<file path="src/rtl/led_matrix_scanner.sv">
// Multiplexed scanner for NUM_DISP matrices of ROWS x COLS LEDs, fed by a double-buffered framebuffer.
// Optional per-column dimming is enabled by defining LED_SCANNER_DIM_EN.
module led_matrix_scanner #(
   parameter int unsigned NUM_DISP   = 2,
   parameter int unsigned ROWS       = 8,
   parameter int unsigned COLS       = 8,
   parameter int unsigned DWELL_LOG2 = 14
) (
   input  logic                     clk,
   input  logic                     reset,
   input  logic                     load_valid,
   input  logic [ROWS-1:0]          load_data,
   output logic                     load_ready,
   input  logic                     load_clear,
`ifdef LED_SCANNER_DIM_EN
   input  logic [3:0]               brightness,
`endif
   output logic [ROWS-1:0]          row,
   output logic [NUM_DISP*COLS-1:0] col,
   output logic [NUM_DISP-1:0]      disp_sel,
   output logic                     frame_pending,
   output logic                     frame_done
);

   localparam int unsigned NUM_WORDS = NUM_DISP * COLS;
   localparam int unsigned IDX_W     = (NUM_WORDS > 1) ? $clog2(NUM_WORDS) : 1;
   localparam int unsigned DISP_W    = (NUM_DISP > 1) ? $clog2(NUM_DISP) : 1;
   localparam int unsigned COL_W     = (COLS > 1) ? $clog2(COLS) : 1;

   typedef enum logic [0:0] {StScan, StSwap} state_e;

   state_e                  state_q;
   logic [ROWS-1:0]         front_q [NUM_WORDS];
   logic [ROWS-1:0]         back_q  [NUM_WORDS];
   logic [IDX_W-1:0]        widx_q;
   logic                    pending_q;
   logic                    ready_q;
   logic [DISP_W-1:0]       disp_q;
   logic [COL_W-1:0]        colidx_q;
   logic [DWELL_LOG2-1:0]   dwell_q;
   logic [ROWS-1:0]         row_q;
   logic [NUM_WORDS-1:0]    col_q;
   logic [NUM_DISP-1:0]     disp_sel_q;
   logic                    done_q;

   logic                    handshake;
   logic                    last_word;
   logic                    pending_d;
   logic                    dwell_end;
   logic                    col_last;
   logic                    disp_last;
   logic                    lit;
   logic [IDX_W-1:0]        scan_idx;
   logic [NUM_WORDS-1:0]    col_onehot;
   logic [NUM_DISP-1:0]     disp_onehot;

`ifdef LED_SCANNER_DIM_EN
   logic [3:0]              bright_q;
   assign lit = (dwell_q[DWELL_LOG2-1 -: 4] <= bright_q);
`else
   assign lit = 1'b1;
`endif

   // load_clear wins over a same-cycle handshake, so that word is dropped
   assign handshake   = load_valid && ready_q && !load_clear;
   assign last_word   = (widx_q == IDX_W'(NUM_WORDS - 1));
   assign dwell_end   = &dwell_q;
   assign col_last    = (colidx_q == COL_W'(COLS - 1));
   assign disp_last   = (disp_q == DISP_W'(NUM_DISP - 1));
   assign scan_idx    = IDX_W'(int'(disp_q) * int'(COLS) + int'(colidx_q));
   assign col_onehot  = NUM_WORDS'(1) << scan_idx;
   assign disp_onehot = NUM_DISP'(1) << disp_q;

   always_comb begin
      pending_d = pending_q;
      if (state_q == StSwap) begin
         pending_d = 1'b0;
      end else if (handshake && last_word) begin
         pending_d = 1'b1;
      end
   end

   always_ff @(posedge clk) begin
      if (!reset) begin
         state_q    <= StScan;
         for (int i = 0; i < int'(NUM_WORDS); i++) begin
            front_q[i] <= '0;
            back_q[i]  <= '0;
         end
         widx_q     <= '0;
         pending_q  <= 1'b0;
         ready_q    <= 1'b0;
         disp_q     <= '0;
         colidx_q   <= '0;
         dwell_q    <= '0;
         row_q      <= '0;
         col_q      <= '0;
         disp_sel_q <= '0;
         done_q     <= 1'b0;
`ifdef LED_SCANNER_DIM_EN
         bright_q   <= brightness;
`endif
      end else begin
         pending_q <= pending_d;
         // Ready drops on the same edge the frame completes, so nothing can overwrite it
         ready_q   <= !pending_d;

         if (load_clear) begin
            widx_q <= '0;
         end else if (handshake) begin
            back_q[widx_q] <= load_data;
            widx_q         <= last_word ? '0 : widx_q + 1'b1;
         end

         case (state_q)
            StScan: begin
               row_q      <= lit ? front_q[scan_idx] : '0;
               col_q      <= lit ? col_onehot : '0;
               disp_sel_q <= disp_onehot;
               done_q     <= 1'b0;
               dwell_q    <= dwell_q + 1'b1;
               if (dwell_end) begin
`ifdef LED_SCANNER_DIM_EN
                  bright_q <= brightness;
`endif
                  if (col_last) begin
                     colidx_q <= '0;
                     if (disp_last) begin
                        disp_q <= '0;
                        if (pending_q) begin
                           state_q <= StSwap;
                        end
                     end else begin
                        disp_q <= disp_q + 1'b1;
                     end
                  end else begin
                     colidx_q <= colidx_q + 1'b1;
                  end
               end
            end
            StSwap: begin
               for (int i = 0; i < int'(NUM_WORDS); i++) begin
                  front_q[i] <= back_q[i];
               end
               row_q      <= '0;
               col_q      <= '0;
               disp_sel_q <= '0;
               done_q     <= 1'b1;
               dwell_q    <= '0;
               disp_q     <= '0;
               colidx_q   <= '0;
               state_q    <= StScan;
            end
            default: state_q <= StScan;
         endcase
      end
   end

   assign load_ready    = ready_q;
   assign frame_pending = pending_q;
   assign frame_done    = done_q;
   assign row           = row_q;
   assign col           = col_q;
   assign disp_sel      = disp_sel_q;

endmodule

</file>
<file path="config.mk">
export PLATFORM = sky130hd
export DESIGN_NAME = led_matrix_scanner
export DESIGN_NICKNAME = d
export VERILOG_FILES = /design/src/rtl/led_matrix_scanner.sv
export SDC_FILE = /design/constraint.sdc
export NUM_CORES = 1
export LEC_CHECK = 0
export CAP_MARGIN = 20
export CORE_ASPECT_RATIO = 1.1
export CORE_MARGIN = 1
export CORE_UTILIZATION = 43
export CTS_CLUSTER_SIZE = 25
export DETAILED_ROUTE_END_ITERATION = 10
export GPL_TIMING_DRIVEN = 1
export HOLD_SLACK_MARGIN = 0.05
export PLACE_DENSITY = 0.64
export SLEW_MARGIN = 20
export SYNTH_ARGS = -nofsm -noshare
export SYNTH_HDL_FRONTEND = slang
export SYNTH_SLANG_ARGS = --single-unit
</file>
<file path="constraint.sdc">
create_clock -name clk -period 4.1 [get_ports clk]
set_input_delay 0.82 -clock clk [delete_from_list [all_inputs] [get_ports clk]]
set_output_delay 0.82 -clock clk [all_outputs]
set_load 0.02 [all_outputs]
</file>
==> run_results.csv, run 1 <==
group,metric,value,unit
place,port_buffers,40,
cts,ctsRootBufferMaster,"clkbuf_16",
global_routing,first_global_vias,6627,
cts,cts_sinks,308,
finish,antennaDiodeCount,0,
floorplan,chipWidth,165,µm
setup_path,critPathSlowestCell,"and3b_1",
cts,cts_inserted_buffers,34,
cts,cts_hold_buffers,0,
status,status,"complete, no violations",
drt,viasPerCell,5.19,
cts,ctsResizeCount,0,
synthesis,synthTopCellsByArea,"edfxtp_1, and2_1, dfxtp_1",
synthesis,synth_seq_cells,308,
synthesis,netlist.area_leader.share,61.3,%
pwr,power_frac_comb,3.3,%
place,place_ws,0.938,ns
setup_path,worstPathMaxFanout,9,
cts,insertion_delay,0.52,ns
setup_path,crit_start,"load_clear",
cts,cts_setup_buffers,0,
job,max_cap_violations,0,
global_routing,antenna_found_initial,0,
global_routing,grt_max_degree,82,
sta,setup_viol,0,
sta,fin_crit_sh,64.7,%
floorplan,core,28700,µm²
synthesis,synth_cell_types,43,
global_routing,grt_overflow,0,
cts,clockBufferDepth,3,
drt,drt.antenna.violating_nets,0,
finish,nNetsFinal,918,
sta,tightest_slew,0.901,ns
setup_path,critPathArrivalTime,2.82,ns
pwr,seqPwrFrac,53.3,%
pwr,clkPwrFrac,43.4,%
setup_path,cp_cell_sequence,"clkdlybuf4s50_1, and3b_1, nand3_2, nor3_2, nand2b_1",
place,postPlaceCellArea,13300,µm²
finish,syn_to_final_growth,14.8,%
finish,design_area,14400,µm²
sta,relSlewSlack,39.8,%
synthesis,synth_common_cells,"edfxtp_1, and2_1, and3_1",
setup_path,cp_data_required_time,4.27,ns
synthesis,ys.flop_type,"edfxtp_1",
pwr,p_leak,5.44,nW
synthesis,ys_seq_area_share,69.6,%
sta,fin_crit,2.65,ns
pwr,p_sw_share,20.6,%
synthesis,synthesis.area,12500,µm²
pwr,ir_worst_vdd,0.284,mV
setup_path,criticalPathCategory,"in2reg",
place,dp_hpwl,15900,µm
hold_path,hold_start,"dwell_q[0]",
sta,slew_violations,0,
place,place_congestion,0.768,
synthesis,synth-edff-count,256,
pwr,p_int,5.27,mW
hold_path,min_path_type,"reg2reg",
drt,drt-initial-drc-count,467,
sta,max_freq,377,MHz
floorplan,initial_utilization,43.7,%
place,dp_cells,1227,
sta,rsz0062_at_grt,"false",
sta,fin_tns_setup,0,ns
cts,clk_pin_slew,0.06,ns
synthesis,ys_warn_count,0,
sta,finalHoldViolCount,0,
sta,finalClockSkew,0.0223,ns
cts,cts_tree,"yes",
pwr,cellPowerDensity,462,nW/µm²
floorplan,fp-row-count,65,
global_routing,grt_usage,17.8,%
cts,cts-htree-levels,2,
drt,drc,0,
synthesis,synth.largest_area_cell,"edfxtp_1",
sta,fin_ws,1.45,ns
finish,fin_cells,1286,
setup_path,reg2reg_from,"load_ready",
floorplan,fp.dieH,181,µm
finish,final_util,50.1,%
setup_path,worst_setup_path_start_kind,"input port",
pwr,switching_power,1.37,mW
synthesis,synthMostInstantiatedCell,"edfxtp_1",
setup_path,max_stage_delay,0.52,ns
global_routing,grt_pass1_wl,38900,µm
synthesis,synth_nets,873,
drt,drt_first_pass_iters,5,
drt,routed_wl,25700,µm
synthesis,syn_inst,850,
finish,drive_gt1_share,12.1,%
floorplan,design.portCount,41,
setup_path,cp-end-kind,"register",
drt,dr_total_vias,6673,
synthesis,async_flop_share,0,%
drt,avgRoutedWirePerCell,20.0,µm
floorplan,dieArea,29800,µm²
synthesis,avgSynthCellArea,14.8,µm²
[power groups by stage]
| stage | Combinational (mW) | Sequential (mW) | Clock, mW |
|---|---|---|---|
| after floorplan | 0.114 | 3.60 | 0 |
| after global placement | 0.220 | 3.60 | 0 |
| after detailed placement | 0.223 | 3.61 | 0 |
| after CTS | 0.224 | 3.54 | 2.94 |
| after global routing | 0.237 | 3.55 | 3.06 |
| final | 0.220 | 3.54 | 2.88 |
[layout by cell type, fill, tap and decap left out, types with 3 or more instances in the layout]
cell type	netlist	routed
and2_1	181	181
and3_1	94	94
buf_4	3	21
clkbuf_1	33	6
clkbuf_16	0	35
clkdlybuf4s50_1	0	39
clkinv_1	1	6
clkinv_2	0	6
dfxtp_1	52	49
dfxtp_2	0	3
edfxtp_1	256	256
ha_1	11	11
inv_1	9	9
mux2i_1	26	26
mux4_2	24	24
nand2_1	24	24
nand2b_1	8	8
nand3_1	3	3
nand3_2	4	4
nand4_1	4	4
nor2_1	30	30
nor3_1	7	7
nor3_2	4	4
o2111ai_1	8	8
o21ai_0	18	18
xnor2_1	10	10
xor2_1	5	5
[sequential cells by signal, indices dropped and copies added (netlist names)]
signal and cells:
colidx_q 3, col 16, disp_last 1, widx_q 4, state_q 1, dwell_q 14, back_q 128, disp_sel 2
front_q 128, load_ready 1, row 8, frame_done 1, frame_pending 1
[metal layers]
metal / GRT usage (%) / part of all wire, % / up-vias
met5: 0 / 0 / -
met3: 3.33 / 5.4 / 45
met1: 23.2 / 43 / 3282
li1: - / - / 3172
met4: 6.57 / 2.6 / 0
met2: 29.3 / 49 / 174
[worst max-delay path, delay by kind of cell]
family | cells | cell delay, ns
AND/OR/NAND/NOR | 4 | 1.54
buffers and inverters | 1 | 0.45
[cell families after synthesis]
kind of cell	count (synthesis)	share of synthesized area [%]
simple gates	370	17.9
flops	308	69.6
buf+inv	63	2.30
mux	50	6.39
compound gates	33	1.66
xor+xnor	15	1.05
fa+ha+maj	11	1.10
[through the flow]
step | total power [mW] | hold slack, ns
6_report | 6.64 | 0.470
5_1_grt | 6.85 | 0.510
4_1_cts | 6.70 | 0.470
3_5_place_dp | 3.83 | 0.457
3_3_place_gp | 3.82 | 0.443
2_1_floorplan | 3.71 | 0.430
[area by class of cell]
type	instances	area, µm²
clock buffer	41	898
clock inverter	18	165
fill	2378	14300
inverter	11	43.8
multi-input combinational	479	3520
sequential	308	8730
tap	368	460
timing repair buffer	61	568
[path summary, 6_finish.rpt]
| path | cells after the start | to | slack, ns |
|---|---|---|---|
| hold reg to reg | 1 | dwell_q[0] | 0.47 |
| setup / recovery | 5 | back_q[0][0] | 1.45 |
| hold / removal | 1 | dwell_q[0] | 0.47 |
| setup reg to reg | 4 | back_q[0][0] | 1.92 |
No activity file was read; power rests on OpenSTA's default activity.
==> inputs of run 2 (changes only) <==
clock period = 2.5 ns   (was 4.1 ns; I/O delays follow)
==> run 2 against run 1 <==
Register-to-register slack worse by 1.2 ns. Combinational power rose by 74%. Sequential share of layout area down 0.79 points. Setup slack got worse by 1.0 ns. Sequential power grew 64%. Clock-buffer cell count shrank 7. Power is 63% higher. Die area unchanged. Largest power group unchanged.
==> run_results.csv, run 2 (synthesized netlist as in run 1, its figures left out) <==
group,metric,value,unit
sta,slew_violations,0,
setup_path,worst_setup_path_start_kind,"register",
sta,fin_crit_sh,84.0,%
setup_path,reg2reg_depth,4,
place,port_buffers,40,
finish,antennaDiodeCount,0,
drt,drc,0,
global_routing,grt_max_degree,82,
setup_path,reg2reg_slack,0.70,ns
job,max_cap_violations,0,
floorplan,dieArea,29800,µm²
setup_path,cp-end-kind,"output port",
pwr,p_leak,5.56,nW
cts,cts_hold_buffers,0,
place,dp_hpwl,16400,µm
setup_path,critPathArrivalTime,1.60,ns
sta,fin_ws,0.400,ns
floorplan,fp.dieH,181,µm
hold_path,hold_start,"reset",
finish,final_util,50.8,%
setup_path,worstPathMaxFanout,2,
hold_path,hold_depth,3,
global_routing,grt_pass1_wl,39700,µm
drt,drt-initial-drc-count,569,
sta,fin_crit,2.10,ns
floorplan,fp-row-count,65,
global_routing,gr-max-usage-layer,"met2",
drt,dr_total_vias,6737,
floorplan,initial_utilization,43.7,%
floorplan,chipWidth,165,µm
cts,clockBufferDepth,3,
drt,drt_first_pass_iters,5,
global_routing,met1_usage,26.1,%
finish,fin_cells,1309,
hold_path,holdPathEnd,"widx_q[2]",
setup_path,cp_num_buf_inv,1,
cts,cts_inserted_buffers,30,
setup_path,cp_cell_sequence,"clkdlybuf4s50_1",
drt,viasPerCell,5.15,
setup_path,reg2reg_to,"row[4]",
setup_path,reg2reg_from,"colidx_q[0]",
global_routing,grtUsageMet2,28.0,%
sta,rsz0062_at_grt,"false",
cts,cts_tree,"yes",
cts,ctsRootBufferMaster,"clkbuf_16",
cts,cts-htree-levels,1,
cts,insertion_delay,0.56,ns
sta,fin_tns_setup,0,ns
pwr,ir_worst_vdd,0.477,mV
sta,setup_viol,0,
drt,drt.antenna.violating_nets,0,
status,status,"complete, no violations",
global_routing,grt_usage,17.8,%
finish,syn_to_final_growth,16.3,%
setup_path,max_stage_delay,0.63,ns
setup_path,criticalPathCategory,"reg2out",
pwr,power.total,10.8,mW
place,place_congestion,0.768,
place,dp_cells,1255,
finish,drive_gt1_share,14.6,%
cts,clk_pin_slew,0.06,ns
global_routing,first_global_vias,6607,
sta,relSlewSlack,54.9,%
sta,finalClockSkew,0.0192,ns
setup_path,critPathSlowestCell,"clkdlybuf4s50_1",
sta,finalHoldViolCount,0,
pwr,cellPowerDensity,741,nW/µm²
hold_path,min_path_type,"in2reg",
finish,nNetsFinal,942,
finish,layout_common_cells,"edfxtp_1, and2_1, and3_1",
setup_path,cp_data_required_time,2.00,ns
floorplan,core,28700,µm²
cts,ctsResizeCount,0,
sta,tightest_slew,0.676,ns
drt,avgRoutedWirePerCell,19.5,µm
cts,cts_sinks,308,
finish,final_common_cell,"edfxtp_1",
sta,max_freq,476,MHz
cts,cts_setup_buffers,0,
drt,routed_wl,25600,µm
setup_path,cp.depth,1,
setup_path,crit_family,"buffers and inverters",
place,place_ws,0.0996,ns
floorplan,design.portCount,41,
global_routing,grt_util_met3,2.25,%
global_routing,antenna_found_initial,0,
global_routing,grt_overflow,0,
==> run 2: cell types whose count changed in the layout (fill, tap and decap cells not counted), sizes merged <==
cell / previous run / this run
buf: 22 / 50
bufinv: 2 / 5
clkbuf: 41 / 34
clkinv: 15 / 12
clkinvlp: 0 / 2
==> run 2: stage by stage <==
| stage | area (µm²) | hold WS, ns |
|---|---|---|
| floorplan | 12500 | 0.430 |
| global placement | 13600 | 0.446 |
| detailed placement | 13600 | 0.453 |
| CTS | 14600 | 0.358 |
| global route | 14600 | 0.419 |
| finish | 14600 | 0.394 |
==> run 2: tightest hold or removal path, stage by stage <==
cell,delay [ns]
buf_4,0.21
nand2b_1,0.14
nor2_1,0.05
==> run 2: worst max path at each step <==
stage / start / to
floorplan: reset / front_q[0][0]
global placement: load_clear / back_q[0][6]
detailed placement: load_clear / back_q[0][6]
CTS: frame_pending / frame_pending
global route: frame_pending / frame_pending
finish: frame_pending / frame_pending
==> run 2: layer usage <==
metal  wire (µm)  vias to the layer above
li1            -                     3221
met1       11800                     3320
met2       12100                      162
met3        1150                       34
met4         522                        0
met5           0                        -
==> run 2: area by class of cell <==
class | count | area, µm²
Clock buffer | 34 | 766
Clock inverter | 20 | 240
Fill cell | 2393 | 14100
Inverter | 11 | 43.8
Multi-Input combinational cell | 479 | 3520
Sequential cell | 308 | 8730
Tap cell | 368 | 460
Timing Repair Buffer | 89 | 816
==> run 2: power breakdown <==
| group | leakage, nW | switching [mW] | internal (mW) |
|---|---|---|---|
| clock network | 0.492 | 1.90 | 2.72 |
| logic | 2.09 | 0.246 | 0.136 |
| registers | 2.98 | 0.0631 | 5.75 |
| total | 5.56 | 2.21 | 8.60 |
==> inputs of run 3 (changes only) <==
PLACE_DENSITY = 0.67   (was 0.64)
clock period = 1.68 ns   (was 2.5 ns; I/O delays follow)
==> run 3 against run 2 <==
Sequential share of layout area shrank 2.1 points. Global-route usage grew 0.68 points. Setup slack lost 0.37 ns. Combinational power grew 63%. Critical path depth grew 3. Clock skew grew 0.0028 ns. Critical endpoint is now row[4].
==> run_results.csv, run 3 (synthesized netlist as in run 1, its figures left out) <==
group,metric,value,unit
sta,rsz0062_at_grt,"true",
cts,cts-htree-levels,2,
floorplan,fp.dieH,181,µm
floorplan,core,28700,µm²
place,place_congestion,0.755,
sta,holdWs,0.425,ns
setup_path,worst_setup_path_start_kind,"register",
finish,n_fill_cell,2338,
place,dp_hpwl,17000,µm
finish,layout.area.seq,8730,µm²
sta,fin_ws,0.0340,ns
pwr,p_sw_share,20.2,%
cts,clockBufferDepth,3,
sta,finalHoldViolCount,0,
pwr,switching_power,3.37,mW
global_routing,grt_pass1_wl,40900,µm
drt,dr_total_vias,6978,
place,place_ws,-0.536,ns
sta,setup_viol,0,
sta,slew_violations,0,
pwr,clkPwrFrac,44.5,%
setup_path,worstPathMaxFanout,11,
floorplan,dieArea,29800,µm²
pwr,seqPwrFrac,51.7,%
setup_path,critPathArrivalTime,2.02,ns
cts,cts_sinks,308,
sta,fin_crit_sh,98.0,%
drt,drt-initial-drc-count,637,
setup_path,max_stage_delay,0.56,ns
cts,cts_tree,"yes",
pwr,cellPowerDensity,1100,nW/µm²
finish,final_common_cell,"edfxtp_1",
place,postPlaceCellArea,13900,µm²
global_routing,first_global_vias,7139,
setup_path,cp_num_buf_inv,1,
setup_path,cp-end-kind,"register",
status,status,"complete, no violations",
cts,clk_pin_slew,0.06,ns
floorplan,fp-row-count,65,
global_routing,grt_max_degree,82,
drt,drc,0,
global_routing,grt_usage,18.5,%
drt,viasPerCell,5.19,
finish,nNetsFinal,974,
pwr,ir_worst_vdd,0.706,mV
cts,cts_inserted_buffers,34,
setup_path,criticalPathCategory,"reg2reg",
global_routing,antenna_found_initial,1,
floorplan,design.portCount,41,
sta,tightest_slew,0.675,ns
sta,fin_crit,1.65,ns
cts,insertion_delay,0.51,ns
pwr,power.total,16.7,mW
place,port_buffers,40,
hold_path,min_path_type,"in2reg",
global_routing,grt_overflow,0,
setup_path,cp_data_required_time,2.05,ns
drt,drt_first_pass_iters,7,
drt,routed_wl,26600,µm
setup_path,crit_family,"multiplexers",
finish,design_area,15100,µm²
sta,relSlewSlack,55.0,%
floorplan,chipWidth,165,µm
drt,drt.antenna.violating_nets,0,
setup_path,cp_cell_sequence,"buf_12, mux4_2, mux2i_2, o21ai_1",
finish,syn_to_final_growth,20.6,%
finish,drive_gt1_share,20.4,%
cts,ctsRootBufferMaster,"clkbuf_16",
drt,avgRoutedWirePerCell,19.8,µm
pwr,p_int,13.3,mW
floorplan,initial_utilization,43.7,%
setup_path,critPathSlowestCell,"mux4_2",
finish,layout_common_cells,"edfxtp_1, and2_1, and3_1",
job,max_cap_violations,0,
cts,cts_hold_buffers,0,
finish,multi_input_area,3670,µm²
sta,fin_tns_setup,0,ns
sta,finalClockSkew,0.0220,ns
pwr,p_leak,5.88,nW
pwr,power_frac_comb,3.7,%
sta,max_freq,608,MHz
finish,antennaDiodeCount,0,
-- run 3: final timing paths --
path                from           end  slack, ns  cells past startpoint
max reg2reg  colidx_q[0]        row[4]       0.03                      4
max          colidx_q[0]        row[4]       0.03                      4
min                reset  back_q[3][5]       0.42                      3
min reg2reg   dwell_q[0]    dwell_q[0]       0.47                      1
-- run 3: timing repair --
item	CTS	global route
pin swaps	0	1
buffers inserted	0	2
cloned	0	1
resized for setup	45	24
endpoints found under the setup margin	78	115
-- run 3: metal layers --
metal	track usage, %	share of wire [%]
met1	23.5	42
met2	31.1	50
met3	3.40	4.9
met4	7.27	3.0
met5	0	0
-- run 3: worst register-to-register path: stages (launching register included) --
cell	delay, ns
dfxtp_4	0.44
buf_12	0.18
mux4_2	0.57
mux2i_2	0.25
o21ai_1	0.09
-- run 3: power groups by stage --
stage          Combinational [mW]  Clock [mW]  Sequential [mW]
2_1_floorplan               0.289           0             8.78
3_3_place_gp                0.612           0             8.79
3_5_place_dp                0.618           0             8.80
4_1_cts                     0.615        7.50             8.64
5_1_grt                     0.665        7.84             8.66
6_report                    0.622        7.44             8.64
-- run 3: cell type report --
type                       instances  share of cell area [%]
sequential                       308                    57.8
multi-input combinational        479                    24.3
timing repair buffer             117                    7.21
clock buffer                      51                    6.54
tap                              368                    3.04
clock inverter                    10                   0.869
inverter                          11                   0.290
-- run 3: per-stage QoR --
stage / util (%) / instances
final: 52.7 / 1344
after global routing: 52.7 / 1344
after detailed placement: 48.3 / 1280
after floorplan: - / 850
after global placement: 48.3 / 1280
after CTS: 52.2 / 1341
